File: config.mk
export PLATFORM = sky130hd
export DESIGN_NAME = question_gen
export DESIGN_NICKNAME = d
export VERILOG_FILES = /design/src/rtl/maths_game_pkg.sv /design/src/rtl/lfsr16.sv /design/src/rtl/question_gen.sv
export SDC_FILE = /design/constraint.sdc
export NUM_CORES = 1
export LEC_CHECK = 0
export CAP_MARGIN = 15
export CORE_MARGIN = 5
export CORE_UTILIZATION = 31
export CTS_BUF_LIST = sky130_fd_sc_hd__clkbuf_8
export CTS_CLUSTER_SIZE = 10
export DETAILED_ROUTE_END_ITERATION = 12
export GPL_ROUTABILITY_DRIVEN = 0
export PLACE_DENSITY_LB_ADDON = 0.05
export SETUP_SLACK_MARGIN = 0.15
export SLEW_MARGIN = 5
export SYNTH_ARGS = -nofsm -noshare
export SYNTH_HDL_FRONTEND = slang
export SYNTH_SLANG_ARGS = --single-unit
File: constraint.sdc
create_clock -name clk -period 3.7 [get_ports clk]
set_clock_uncertainty 0.2 [all_clocks]
set_input_delay 0.925 -clock clk [delete_from_list [all_inputs] [get_ports clk]]
set_output_delay 0.925 -clock clk [all_outputs]
set_load 0.05 [all_outputs]
File: src/rtl/maths_game_pkg.sv
// Shared encodings and helpers for the maths game: operation codes, level limits,
// question generator FSM states and the 16-bit LFSR definition.
package maths_game_pkg;

  localparam logic [1:0] OP_ADD = 2'b00;
  localparam logic [1:0] OP_SUB = 2'b01;
  localparam logic [1:0] OP_MUL = 2'b10;
  localparam logic [1:0] OP_DIV = 2'b11;

  // Galois form of x^16+x^14+x^13+x^11+1, shifting right.
  localparam logic [15:0] LFSR_TAPS    = 16'hB400;
  localparam logic [15:0] DEFAULT_SEED = 16'hACE1;

  typedef enum logic [2:0] {
    ST_IDLE,
    ST_DRAW_OP,
    ST_DRAW_A,
    ST_DRAW_B,
    ST_COMPUTE,
    ST_PERTURB,
    ST_DONE
  } state_t;

  function automatic logic [3:0] level_max(input logic [1:0] level);
    case (level)
      2'd0:    return 4'd9;
      2'd1:    return 4'd12;
      default: return 4'd15;
    endcase
  endfunction

  function automatic logic [15:0] lfsr_next(input logic [15:0] s);
    return s[0] ? ((s >> 1) ^ LFSR_TAPS) : (s >> 1);
  endfunction

endpackage

File: src/rtl/lfsr16.sv
// Free-running 16-bit Galois LFSR; loads seed on reset and advances every cycle.
module lfsr16
  import maths_game_pkg::*;
(
  input  logic        clk,
  input  logic        rst_n,
  input  logic [15:0] seed,
  output logic [15:0] out
);

  logic [15:0] lfsr_q;
  logic [15:0] lfsr_d;

  always_comb lfsr_d = lfsr_next(lfsr_q);

  always_ff @(posedge clk or negedge rst_n) begin
    if (!rst_n) lfsr_q <= seed;
    else        lfsr_q <= lfsr_d;
  end

  assign out = lfsr_q;

endmodule

File: src/rtl/question_gen.sv
// Arithmetic question generator: draws op and operands from the LFSR, computes the
// true answer and presents either it or a nearby wrong answer, flagged by result_ok.
module question_gen
  import maths_game_pkg::*;
#(
  parameter logic [15:0] SEED = 16'hACE1
) (
  input  logic       clk,
  input  logic       rst_n,
  input  logic       req,
  input  logic [1:0] level,
  output logic       busy,
  output logic       valid,
  output logic [7:0] operand1,
  output logic [7:0] operand2,
  output logic [1:0] operation,
  output logic [7:0] result,
  output logic       result_ok
);

  localparam logic [15:0] SEED_EFF = (SEED == 16'h0000) ? DEFAULT_SEED : SEED;

  logic [15:0] lfsr;
  logic        lfsr_unused;

  lfsr16 u_lfsr (
    .clk   (clk),
    .rst_n (rst_n),
    .seed  (SEED_EFF),
    .out   (lfsr)
  );

  assign lfsr_unused = ^lfsr[15:4];

  state_t     state_q, state_d;
  logic [1:0] lvl_q, lvl_d;
  logic [1:0] op_q, op_d;
  logic [3:0] a_q, a_d, b_q, b_d;
  logic [3:0] retry_q, retry_d;
  logic       force_q, force_d;
  logic [7:0] op1_q, op1_d, op2_q, op2_d, true_q, true_d;
  logic [7:0] res_q, res_d;
  logic       ok_q, ok_d;
  logic       busy_q, busy_d, valid_q, valid_d;
  logic [7:0] operand1_q, operand1_d, operand2_q, operand2_d, result_q, result_d;
  logic [1:0] operation_q, operation_d;
  logic       result_ok_q, result_ok_d;

  logic [3:0] cand, draw_val;
  logic       cand_ok, draw_take;
  logic [7:0] prod;
  logic [2:0] delta;
  logic [8:0] sum9;
  logic       go_down;

  // A forced draw uses lfsr[2:0]+1, which is legal at every level.
  assign cand      = lfsr[3:0];
  assign cand_ok   = (cand != 4'd0) && (cand <= level_max(lvl_q));
  assign draw_take = cand_ok || force_q;
  assign draw_val  = cand_ok ? cand : ({1'b0, lfsr[2:0]} + 4'd1);

  // Single 4x4 multiplier shared by mul (a*b) and div (dividend = a*b).
  assign prod = 8'(a_q) * 8'(b_q);

  assign delta   = {1'b0, lfsr[2:1]} + 3'd1;
  assign sum9    = {1'b0, true_q} + 9'(delta);
  assign go_down = (lfsr[3] && (true_q >= 8'(delta))) || sum9[8];

  always_comb begin
    state_d     = state_q;
    lvl_d       = lvl_q;
    op_d        = op_q;
    a_d         = a_q;
    b_d         = b_q;
    retry_d     = retry_q;
    force_d     = force_q;
    op1_d       = op1_q;
    op2_d       = op2_q;
    true_d      = true_q;
    res_d       = res_q;
    ok_d        = ok_q;
    busy_d      = busy_q;
    valid_d     = 1'b0;
    operand1_d  = operand1_q;
    operand2_d  = operand2_q;
    operation_d = operation_q;
    result_d    = result_q;
    result_ok_d = result_ok_q;

    case (state_q)
      ST_IDLE: begin
        if (req) begin
          lvl_d   = level;
          busy_d  = 1'b1;
          state_d = ST_DRAW_OP;
        end
      end
      ST_DRAW_OP: begin
        op_d    = lfsr[1:0];
        retry_d = 4'd0;
        force_d = 1'b0;
        state_d = ST_DRAW_A;
      end
      ST_DRAW_A, ST_DRAW_B: begin
        if (draw_take) begin
          if (state_q == ST_DRAW_A) begin
            a_d     = draw_val;
            state_d = ST_DRAW_B;
          end else begin
            b_d     = draw_val;
            state_d = ST_COMPUTE;
          end
          retry_d = 4'd0;
          force_d = 1'b0;
        end else begin
          retry_d = retry_q + 4'd1;
          if (retry_q == 4'hF) force_d = 1'b1;
        end
      end
      ST_COMPUTE: begin
        op1_d  = 8'(a_q);
        op2_d  = 8'(b_q);
        true_d = 8'(a_q) + 8'(b_q);
        case (op_q)
          OP_SUB: begin
            if (a_q < b_q) begin
              op1_d  = 8'(b_q);
              op2_d  = 8'(a_q);
              true_d = 8'(b_q) - 8'(a_q);
            end else begin
              true_d = 8'(a_q) - 8'(b_q);
            end
          end
          OP_MUL:  true_d = prod;
          OP_DIV: begin
            op1_d  = prod;
            true_d = 8'(a_q);
          end
          default: ;
        endcase
        state_d = ST_PERTURB;
      end
      ST_PERTURB: begin
        if (lfsr[0]) begin
          res_d = true_q;
          ok_d  = 1'b1;
        end else begin
          res_d = go_down ? (true_q - 8'(delta)) : sum9[7:0];
          ok_d  = 1'b0;
        end
        busy_d  = 1'b0;
        state_d = ST_DONE;
      end
      ST_DONE: begin
        operand1_d  = op1_q;
        operand2_d  = op2_q;
        operation_d = op_q;
        result_d    = res_q;
        result_ok_d = ok_q;
        valid_d     = 1'b1;
        state_d     = ST_IDLE;
      end
      default: state_d = ST_IDLE;
    endcase
  end

  always_ff @(posedge clk or negedge rst_n) begin
    if (!rst_n) begin
      state_q     <= ST_IDLE;
      lvl_q       <= 2'd0;
      op_q        <= 2'd0;
      a_q         <= 4'd0;
      b_q         <= 4'd0;
      retry_q     <= 4'd0;
      force_q     <= 1'b0;
      op1_q       <= 8'd0;
      op2_q       <= 8'd0;
      true_q      <= 8'd0;
      res_q       <= 8'd0;
      ok_q        <= 1'b0;
      busy_q      <= 1'b0;
      valid_q     <= 1'b0;
      operand1_q  <= 8'd0;
      operand2_q  <= 8'd0;
      operation_q <= 2'd0;
      result_q    <= 8'd0;
      result_ok_q <= 1'b0;
    end else begin
      state_q     <= state_d;
      lvl_q       <= lvl_d;
      op_q        <= op_d;
      a_q         <= a_d;
      b_q         <= b_d;
      retry_q     <= retry_d;
      force_q     <= force_d;
      op1_q       <= op1_d;
      op2_q       <= op2_d;
      true_q      <= true_d;
      res_q       <= res_d;
      ok_q        <= ok_d;
      busy_q      <= busy_d;
      valid_q     <= valid_d;
      operand1_q  <= operand1_d;
      operand2_q  <= operand2_d;
      operation_q <= operation_d;
      result_q    <= result_d;
      result_ok_q <= result_ok_d;
    end
  end

  assign busy      = busy_q;
  assign valid     = valid_q;
  assign operand1  = operand1_q;
  assign operand2  = operand2_q;
  assign operation = operation_q;
  assign result    = result_q;
  assign result_ok = result_ok_q;

endmodule

==> results of run 1 <==
[sequential cells by signal (all words and copies together) (netlist names)]
register and cells:
op1_q 8, state_q 3, op_q 2, busy 1
operand1 8, result_ok 1, result 8, u_lfsr.out 16
force_q 1, res_q 8, retry_q 4, ok_q 1
operand2 4, operation 2, lvl_q 2, op2_q 4
b_q 4, a_q 4, true_q 8, valid 1
[report_power, final]
group	switching [µW]	internal (µW)
Sequential	115	1060
Clock	381	352
Combinational	244	201
[Yosys cell counts (5+ instances only)]
master    instances  area share, %
buf_6             5            1.1
clkbuf_1         16            1.2
nand2_1         107            7.7
xnor2_1           7            1.2
nor3_1           10           0.96
nor2_1           39            2.8
dfstp_2           8            4.0
buf_4             6           0.87
o21ai_0          29            2.8
ha_1             38            9.2
a21o_1            7            1.0
inv_1            33            2.4
nand3_1          10           0.96
o21bai_1          6           0.87
xor2_1            7            1.2
o31ai_1           6           0.87
dfrtp_1          82             40
fa_1              9            3.5
mux2_2           11            2.4
mux2i_1          18            3.5
a21oi_1          26            2.5
[kinds of logic (layout without fill, tap and decap cells)]
logic type	Yosys count	after routing	synth area share [%]
AO/OA/AOI/OAI	109	109	14.1
XOR/XNOR	14	14	2.36
adder cells (fa/ha/maj)	47	47	12.6
buffers and inverters	63	83	5.73
flip-flops	90	90	43.6
multiplexers	29	29	5.85
other	1	4	0.0722
AND/OR/NAND/NOR	190	190	15.7
[worst max-delay path, delay by kind of cell (launching register included)]
kind / cells / cell delay (ps)
AND/OR/NAND/NOR: 1 / 130
flip-flops: 1 / 520
XOR/XNOR: 1 / 200
buffers and inverters: 2 / 130
adder cells (fa/ha/maj): 3 / 1560
AO/OA/AOI/OAI: 2 / 480
[placed cells by master, fill, tap and decap left out, types with 11 or more instances in the layout]
cell type | netlist | final
a21oi_1 | 26 | 26
clkbuf_8 | 0 | 11
clkdlybuf4s50_1 | 0 | 28
dfrtp_1 | 82 | 82
ha_1 | 38 | 38
inv_1 | 33 | 33
mux2_2 | 11 | 11
mux2i_1 | 18 | 18
nand2_1 | 107 | 107
nor2_1 | 39 | 39
o21ai_0 | 29 | 29
[final timing paths]
kind                               start             end  slack, ps  depth (start not counted)
setup reg to reg                  a_q[0]       true_q[4]        420                          9
setup / recovery                  a_q[0]       true_q[4]        420                          9
max in group asynchronous          rst_n  u_lfsr.out[13]       2200                          2
min in group asynchronous          rst_n     operand2[3]        370                          1
hold / removal             u_lfsr.out[9]   u_lfsr.out[8]        160                          0
hold reg to reg            u_lfsr.out[9]   u_lfsr.out[8]        160                          0
[area by class of cell]
type	count	area share (%)
inverter	33	2.11
timing repair buffer	34	5.77
clock inverter	5	1.05
tap	220	4.70
multi-input combinational	393	45.2
clock buffer	11	2.58
sequential	90	38.6
[stage by stage]
stage                     instance area [µm²]  instances  utilization [%]  setup slack (ps)  power, µW
final                                    5860        786             35.4               416       2350
after global routing                     5860        786             35.4               203       2500
after global placement                   5640        770             34.2               488       1640
after CTS                                5860        786             35.4               398       2400
after floorplan                          5200        546                -               645       1520
after detailed placement                 5640        770             34.2               420       1650
[layer usage]
metal | up-vias | track usage, % | wire length (µm)
met4 | 0 | 4.99 | 215
met5 | - | 0 | 0
met1 | 1782 | 18.6 | 6170
li1 | 1866 | - | -
met2 | 58 | 20.4 | 5370
met3 | 15 | 2.23 | 375
==> impl_metrics.env, run 1 <==
export IMPL_cpPeakStageDelay_ps=560
export IMPL_post_synth_num_cell_types=56
export IMPL_power_leakage_uw=0.00281
export IMPL_core_area_um2=16500
export IMPL_clk_transition_reported_paths_ps=100
export IMPL_grt_overflow_total=0
export IMPL_multi_input_comb_area_um2=2650
export IMPL_crit_arrival_ps=3400
export IMPL_synthCells=543
export IMPL_overall_track_demand_over_capacity_in_global_routing_pct=13.2
export IMPL_max_cap_viol_count=0
export IMPL_register_area_um2=2260
export IMPL_ctsHoldBuffers=0
export IMPL_grt_first_pass_wirelength_um=20500
export IMPL_drt_wirelength_per_cell_um=15.4
export IMPL_via_count=3721
export IMPL_timing_final_max_slew_violations=0
export IMPL_initial_antenna_violation_count=0
export IMPL_ys_seq_elements=90
export IMPL_first_global_vias=3742
export IMPL_largest_buffer_count_on_any_clock_path=2
export IMPL_async_flop_share_pct=100
export IMPL_detail_route_antenna_nets=0
export IMPL_die_width_um=139
export IMPL_fp_row_count=47
export IMPL_outcome="finished, final reports clean"
export IMPL_timing_worst_slew_pin_value_ps=840
export IMPL_post_cts_buffers=0
export IMPL_period_needed_ps=3280
export IMPL_die_area_um2=19400
export IMPL_drt_iter0_markers=196
export IMPL_cts_repair_resize_count=0
export IMPL_final_layout_size_suffix_gt1_share_pct=9.19
export IMPL_synth_yosys_warnings=0
export IMPL_max_vdd_ir_drop_v=0.000220
export IMPL_cts_htree_levels=3
export IMPL_number_of_buffers_inserted_during_clock_tree_synthesis=9
export IMPL_clock_insertion_delay_worst_skew_ps=380
export IMPL_floorplan_initialDensity_pct=31.4
export IMPL_finalWirelength_um=12100
export IMPL_num_io_pins=34
export IMPL_worstPathCellList="nand2_1, fa_1, inv_1, fa_1, inv_1, fa_1, xor2_1, a221o_1, a21oi_1"
export IMPL_route_detailed_drc=0
export IMPL_antennaDiodeCount=0
export IMPL_launching_element_type_of_the_critical_path="flip-flop"
export IMPL_post_synth_instance_area_um2=5190
export IMPL_nFillCells=1688
export IMPL_fmax_ghz=0.304
export IMPL_setup_tns_after_final_layout_ps=0
export IMPL_worst_path_max_fanout=8
export IMPL_syn_mean_instance_area_um2=9.56
export IMPL_power_density_nw_per_um2=402
export IMPL_rsz0062_at_grt="false"
export IMPL_synth_enable_flop_cells=0
export IMPL_clock_tree_root_cell="clkbuf_8"
export IMPL_critPathSlowestCell="fa_1"
export IMPL_timing_hold_worst_class="reg2reg"
export IMPL_worst_endpoint_required_ps=3810
export IMPL_fp_dieH_um=139
export IMPL_maxSlewHeadroom_pct=44.0
export IMPL_clock_sinks=90
export IMPL_final_net_count=613
export IMPL_syn2layout_area_growth_pct=12.8
export IMPL_setup_viol=0
export IMPL_seq_area_frac_synth_pct=43.6
export IMPL_pin_count_of_the_biggest_net_entering_global_routing=53
export IMPL_dp_final_hpwl_um=9030
export IMPL_prevailing_post_synth_register_cell="dfrtp_1"
export IMPL_tritoncts_clock_tree="built"
export IMPL_io_buffer_count=29
export IMPL_fin_hold_ws_ps=158
export IMPL_worstSetupEndpointType="flip-flop"
export IMPL_post_drt_via_cell_ratio=4.73
export IMPL_cpMostUsedCell="fa_1"
export IMPL_critical_path_class="reg2reg"
export IMPL_final_hold_violation_count=0
export IMPL_dr_pass1_iters=4
export IMPL_min_period_over_period_pct=88.8
(Power assumes the default switching activity.)
==> run 2: changes to the inputs <==
--- a/config.mk
+++ b/config.mk
@@ -6,13 +6,13 @@
 export NUM_CORES = 1
 export LEC_CHECK = 0
 export CAP_MARGIN = 15
-export CORE_MARGIN = 5
 export CORE_UTILIZATION = 31
 export CTS_BUF_LIST = sky130_fd_sc_hd__clkbuf_8
 export CTS_CLUSTER_SIZE = 10
 export DETAILED_ROUTE_END_ITERATION = 12
 export GPL_ROUTABILITY_DRIVEN = 0
 export PLACE_DENSITY_LB_ADDON = 0.05
+export RECOVER_POWER = 25
 export SETUP_SLACK_MARGIN = 0.15
 export SLEW_MARGIN = 5
 export SYNTH_ARGS = -nofsm -noshare
==> run 2 against run 1 <==
The run now ends with max-capacitance violations, max-slew violations left. Die area decreased by 11%. Setup slack better by 33 ps. Combinational power increased by 2%. Cell count decreased by 0.38%. Clock-buffer cell count is 2 lower. Sequential power is essentially flat.
==> impl_metrics.env, run 2 (synthesized netlist as in run 1, its figures left out) <==
export IMPL_maxSlewHeadroom_pct=-42.2
export IMPL_critical_path_class="reg2reg"
export IMPL_post_drt_via_cell_ratio=4.74
export IMPL_route_detailed_drc=0
export IMPL_power_combinational_fraction_pct=19.7
export IMPL_final_hold_violation_count=0
export IMPL_p_clk_share_pct=29.6
export IMPL_ctsHoldBuffers=0
export IMPL_drt_iter0_markers=146
export IMPL_tritoncts_clock_tree="built"
export IMPL_launching_element_type_of_the_critical_path="flip-flop"
export IMPL_outcome="finished with violations"
export IMPL_setup_tns_after_final_layout_ps=0
export IMPL_cts_repair_resize_count=0
export IMPL_crit_arrival_ps=3350
export IMPL_clock_sinks=90
export IMPL_number_of_buffers_inserted_during_clock_tree_synthesis=9
export IMPL_via_count=3712
export IMPL_pin_count_of_the_biggest_net_entering_global_routing=52
export IMPL_num_io_pins=34
export IMPL_die_area_um2=17300
export IMPL_worst_endpoint_required_ps=3800
export IMPL_cellInternalPower_uw=1570
export IMPL_syn2layout_area_growth_pct=12.3
export IMPL_drt_wirelength_per_cell_um=15.5
export IMPL_power_leakage_uw=0.00281
export IMPL_die_width_um=131
export IMPL_setup_viol=0
export IMPL_critPathSlowestCell="fa_1"
export IMPL_final_layout_size_suffix_gt1_share_pct=8.64
export IMPL_timing_worst_slew_pin_value_ps=2130
export IMPL_max_vdd_ir_drop_v=0.000209
export IMPL_worstSetupEndpointType="flip-flop"
export IMPL_netSwitchingPower_uw=734
export IMPL_finish_instance_area_um2=5830
export IMPL_cts_htree_levels=3
export IMPL_worst_path_max_fanout=8
export IMPL_max_cap_viol_count=1
export IMPL_period_needed_ps=3250
export IMPL_overall_track_demand_over_capacity_in_global_routing_pct=15.0
export IMPL_timing_final_max_slew_violations=40
export IMPL_timing_hold_worst_class="reg2reg"
export IMPL_clock_tree_root_cell="clkbuf_8"
export IMPL_fp_row_count=46
export IMPL_detail_route_antenna_nets=0
export IMPL_violations="max-capacitance violations, max-slew violations"
export IMPL_fmax_ghz=0.308
export IMPL_cpMostUsedCell="fa_1"
export IMPL_io_buffer_count=29
export IMPL_post_dp_cell_area_um2=5650
export IMPL_first_global_vias=3721
export IMPL_dr_pass1_iters=4
export IMPL_clock_insertion_delay_worst_skew_ps=380
export IMPL_largest_buffer_count_on_any_clock_path=2
export IMPL_grt_first_pass_wirelength_um=20400
export IMPL_largest_register_ffs=16
export IMPL_fp_dieH_um=131
export IMPL_dp_final_hpwl_um=8970
export IMPL_floorplan_initialDensity_pct=32.2
export IMPL_cpPeakStageDelay_ps=570
export IMPL_rsz0062_at_grt="false"
export IMPL_stdcell_count=783
export IMPL_clk_transition_reported_paths_ps=90
export IMPL_fin_hold_ws_ps=160
export IMPL_finalWirelength_um=12100
export IMPL_grt_overflow_total=0
export IMPL_postLayoutCoreUtil_pct=36.2
export IMPL_post_cts_buffers=0
export IMPL_worstPathCellList="nand2_1, fa_1, inv_1, fa_1, inv_1, fa_1, xor2_1, a221o_1, a21oi_1"
export IMPL_antennaDiodeCount=0
export IMPL_core_area_um2=16100
export IMPL_final_common_cell="nand2_1"
export IMPL_place_detailed_instances=767
export IMPL_power_density_nw_per_um2=396
export IMPL_initial_antenna_violation_count=0
export IMPL_final_net_count=614
export IMPL_mostFrequentLayoutCells="nand2_1, dfrtp_1, nor2_1, ha_1, inv_1"
export IMPL_seqPwrFrac_pct=50.7
export IMPL_min_period_over_period_pct=87.9
export IMPL_power_switching_fraction_pct=31.8
## run 2: area by class of cell
type	instances	area [µm²]
well taps	216	270
fillers	1686	10300
inverters	33	124
clock buffers	9	124
multi-input cells	393	2650
flip-flops and latches	90	2260
repair buffers	35	334
clock inverters	7	72.6
## run 2: layer usage
metal,part of all wire (%),vias to the layer above,track usage [%],routed length [µm]
li1,-,1872,-,-
met1,52,1797,21.4,6310
met2,45,37,22.9,5420
met3,2.3,6,3.13,282
met4,0.84,0,4.07,102
met5,0,-,0,0
## run 2: path summary, 6_finish.rpt
| path | start | end | slack, ps | cells after the start |
|---|---|---|---|---|
| setup / recovery | a_q[0] | true_q[4] | 450 | 9 |
| hold / removal | u_lfsr.out[12] | u_lfsr.out[11] | 160 | 0 |
| setup reg to reg | a_q[0] | true_q[4] | 450 | 9 |
| hold reg to reg | u_lfsr.out[12] | u_lfsr.out[11] | 160 | 0 |
| max in group asynchronous | rst_n | u_lfsr.out[12] | 1110 | 1 |
| min in group asynchronous | rst_n | operand2[3] | 950 | 1 |
## run 2: critical path, delay by kind of cell, from the launching register on
family	cells	cell delay, ps
compound gates	2	490
flops	1	490
xor+xnor	1	190
fa+ha+maj	3	1560
buf+inv	2	130
simple gates	1	120
## run 2: metrics by stage
step / worst slack [ps] / total power (µW)
after CTS: 437 / 2350
after global placement: 497 / 1640
after detailed placement: 461 / 1650
after global routing: 190 / 2460
final: 449 / 2310
after floorplan: 645 / 1520
## run 2: power by group through the flow
stage          combinational [µW]  clock (µW)  sequential (µW)
4_1_cts                       463         715             1170
3_3_place_gp                  449           0             1190
3_5_place_dp                  459           0             1190
2_1_floorplan                 386           0             1130
6_report                      454         683             1170
5_1_grt                       519         755             1190
==> run 3: changes to the inputs <==
--- a/config.mk
+++ b/config.mk
@@ -11,7 +11,7 @@
 export CTS_CLUSTER_SIZE = 10
 export DETAILED_ROUTE_END_ITERATION = 12
 export GPL_ROUTABILITY_DRIVEN = 0
-export PLACE_DENSITY_LB_ADDON = 0.05
+export PLACE_DENSITY = 0.49
 export RECOVER_POWER = 25
 export SETUP_SLACK_MARGIN = 0.15
 export SLEW_MARGIN = 5
==> run 3 against run 2 <==
Die area did not move. Cell count fell by 0.13%. Global-route usage fell by 0.84 points. Flip-flop and latch count did not move. The flow still finishes with violations (max-capacitance violations, max-slew violations). Worst hold slack got worse by 2.6 ps. Clock-buffer cell count did not move. Register-to-register slack barely moved. Largest cell class unchanged. Total power rose by 2.8%. Fmax rose by 0.13%. Via count rose by 1.2%. Combinational power fell by 2%. Setup slack improved by 4.2 ps.
==> impl_metrics.env, run 3 (synthesized netlist as in run 1, its figures left out) <==
export IMPL_outcome="finished with violations"
export IMPL_violations="max-capacitance violations, max-slew violations"
export IMPL_first_global_vias=3713
export IMPL_maxSlewHeadroom_pct=-52.1
export IMPL_drt_iter0_markers=214
export IMPL_die_width_um=131
export IMPL_clock_tree_root_cell="clkbuf_8"
export IMPL_multi_input_comb_area_um2=2650
export IMPL_floorplan_initialDensity_pct=32.2
export IMPL_via_count=3756
export IMPL_clock_insertion_delay_worst_skew_ps=370
export IMPL_final_layout_size_suffix_gt1_share_pct=8.83
export IMPL_final_net_count=613
export IMPL_power_leakage_uw=0.00282
export IMPL_cts_htree_levels=3
export IMPL_dr_pass1_iters=4
export IMPL_launching_element_type_of_the_critical_path="flip-flop"
export IMPL_timing_worst_slew_pin_value_ps=2280
export IMPL_rsz0062_at_grt="false"
export IMPL_finalWirelength_um=11400
export IMPL_fmax_ghz=0.308
export IMPL_initial_antenna_violation_count=0
export IMPL_largest_buffer_count_on_any_clock_path=2
export IMPL_setup_tns_after_final_layout_ps=0
export IMPL_core_area_um2=16100
export IMPL_clk_transition_reported_paths_ps=90
export IMPL_number_of_buffers_inserted_during_clock_tree_synthesis=9
export IMPL_io_buffer_count=29
export IMPL_dp_final_hpwl_um=8520
export IMPL_worst_path_max_fanout=8
export IMPL_route_detailed_drc=0
export IMPL_drt_wirelength_per_cell_um=14.6
export IMPL_max_cap_viol_count=1
export IMPL_setup_viol=0
export IMPL_crit_arrival_ps=3350
export IMPL_syn2layout_area_growth_pct=12.7
export IMPL_final_hold_violation_count=0
export IMPL_register_area_um2=2260
export IMPL_largest_register_ffs=16
export IMPL_post_drt_via_cell_ratio=4.80
export IMPL_clock_sinks=90
export IMPL_final_common_cell="nand2_1"
export IMPL_critical_path_class="reg2reg"
export IMPL_mostFrequentLayoutCells="nand2_1, dfrtp_1, nor2_1, ha_1, inv_1"
export IMPL_grt_overflow_total=0
export IMPL_fp_row_count=46
export IMPL_die_area_um2=17300
export IMPL_cpPeakStageDelay_ps=530
export IMPL_power_density_nw_per_um2=405
export IMPL_postLayoutCoreUtil_pct=36.3
export IMPL_grt_first_pass_wirelength_um=19400
export IMPL_ctsHoldBuffers=0
export IMPL_critPathSlowestCell="fa_1"
export IMPL_period_needed_ps=3250
export IMPL_timing_final_max_slew_violations=42
export IMPL_min_period_over_period_pct=87.8
export IMPL_detail_route_antenna_nets=0
export IMPL_worst_endpoint_required_ps=3810
export IMPL_tritoncts_clock_tree="built"
export IMPL_r2r_slack_ps=450
export IMPL_post_cts_buffers=0
export IMPL_nFillCells=1636
export IMPL_overall_track_demand_over_capacity_in_global_routing_pct=14.2
export IMPL_worstSetupEndpointType="flip-flop"
export IMPL_max_vdd_ir_drop_v=0.000263
export IMPL_timing_hold_worst_class="reg2reg"
export IMPL_fp_dieH_um=131
export IMPL_pin_count_of_the_biggest_net_entering_global_routing=50
export IMPL_worstPathCellList="nand2_1, fa_1, inv_1, fa_1, ha_1, a211oi_1, o21bai_1, a21oi_1, xnor2_1, nand2_1, a21oi_1"
export IMPL_cts_repair_resize_count=0
export IMPL_num_io_pins=34
export IMPL_antennaDiodeCount=0
[run 3: report_power, final]
group | total (µW) | switching [µW] | internal, µW
combinational | 447 | 247 | 200
sequential | 1170 | 112 | 1060
clock | 755 | 369 | 386
total | 2370 | 728 | 1650
[run 3: stage by stage]
step / std cells / power (µW) / instance area [µm²] / hold WS (ps) / setup slack [ps]
finish: 782 / 2370 / 5860 / 157 / 453
global route: 782 / 2520 / 5860 / 168 / 213
CTS: 782 / 2410 / 5860 / 158 / 428
detailed placement: 766 / 1640 / 5640 / 141 / 456
global placement: 766 / 1630 / 5640 / 137 / 495
floorplan: 546 / 1520 / 5200 / 131 / 645
[run 3: worst paths after layout]
check                              start             to  cells after the start
setup / recovery                  a_q[0]      true_q[7]                     11
setup reg to reg                  a_q[0]      true_q[7]                     11
min in group asynchronous          rst_n      result_ok                      1
hold / removal             u_lfsr.out[8]  u_lfsr.out[7]                      0
hold reg to reg            u_lfsr.out[8]  u_lfsr.out[7]                      0
max in group asynchronous          rst_n          valid                      1
[run 3: layout make-up]
cell class / instances / share of cell area (%)
flip-flops and latches: 90 / 38.6
multi-input cells: 393 / 45.2
inverters: 33 / 2.12
repair buffers: 34 / 5.64
clock buffers: 9 / 2.12
well taps: 216 / 4.62
clock inverters: 7 / 1.71
[run 3: critical path, delay by kind of cell (launching register included)]
family / cells / cell delay, ps
fa+ha+maj: 3 / 1360
compound gates: 4 / 700
flops: 1 / 490
simple gates: 2 / 190
xor+xnor: 1 / 180
buf+inv: 1 / 60
[run 3: routing by layer]
metal  global-route usage (%)  wire (µm)
met1                     19.3       5550
met2                     22.1       5230
met3                     3.24        453
met4                     4.59        167
met5                        0          0
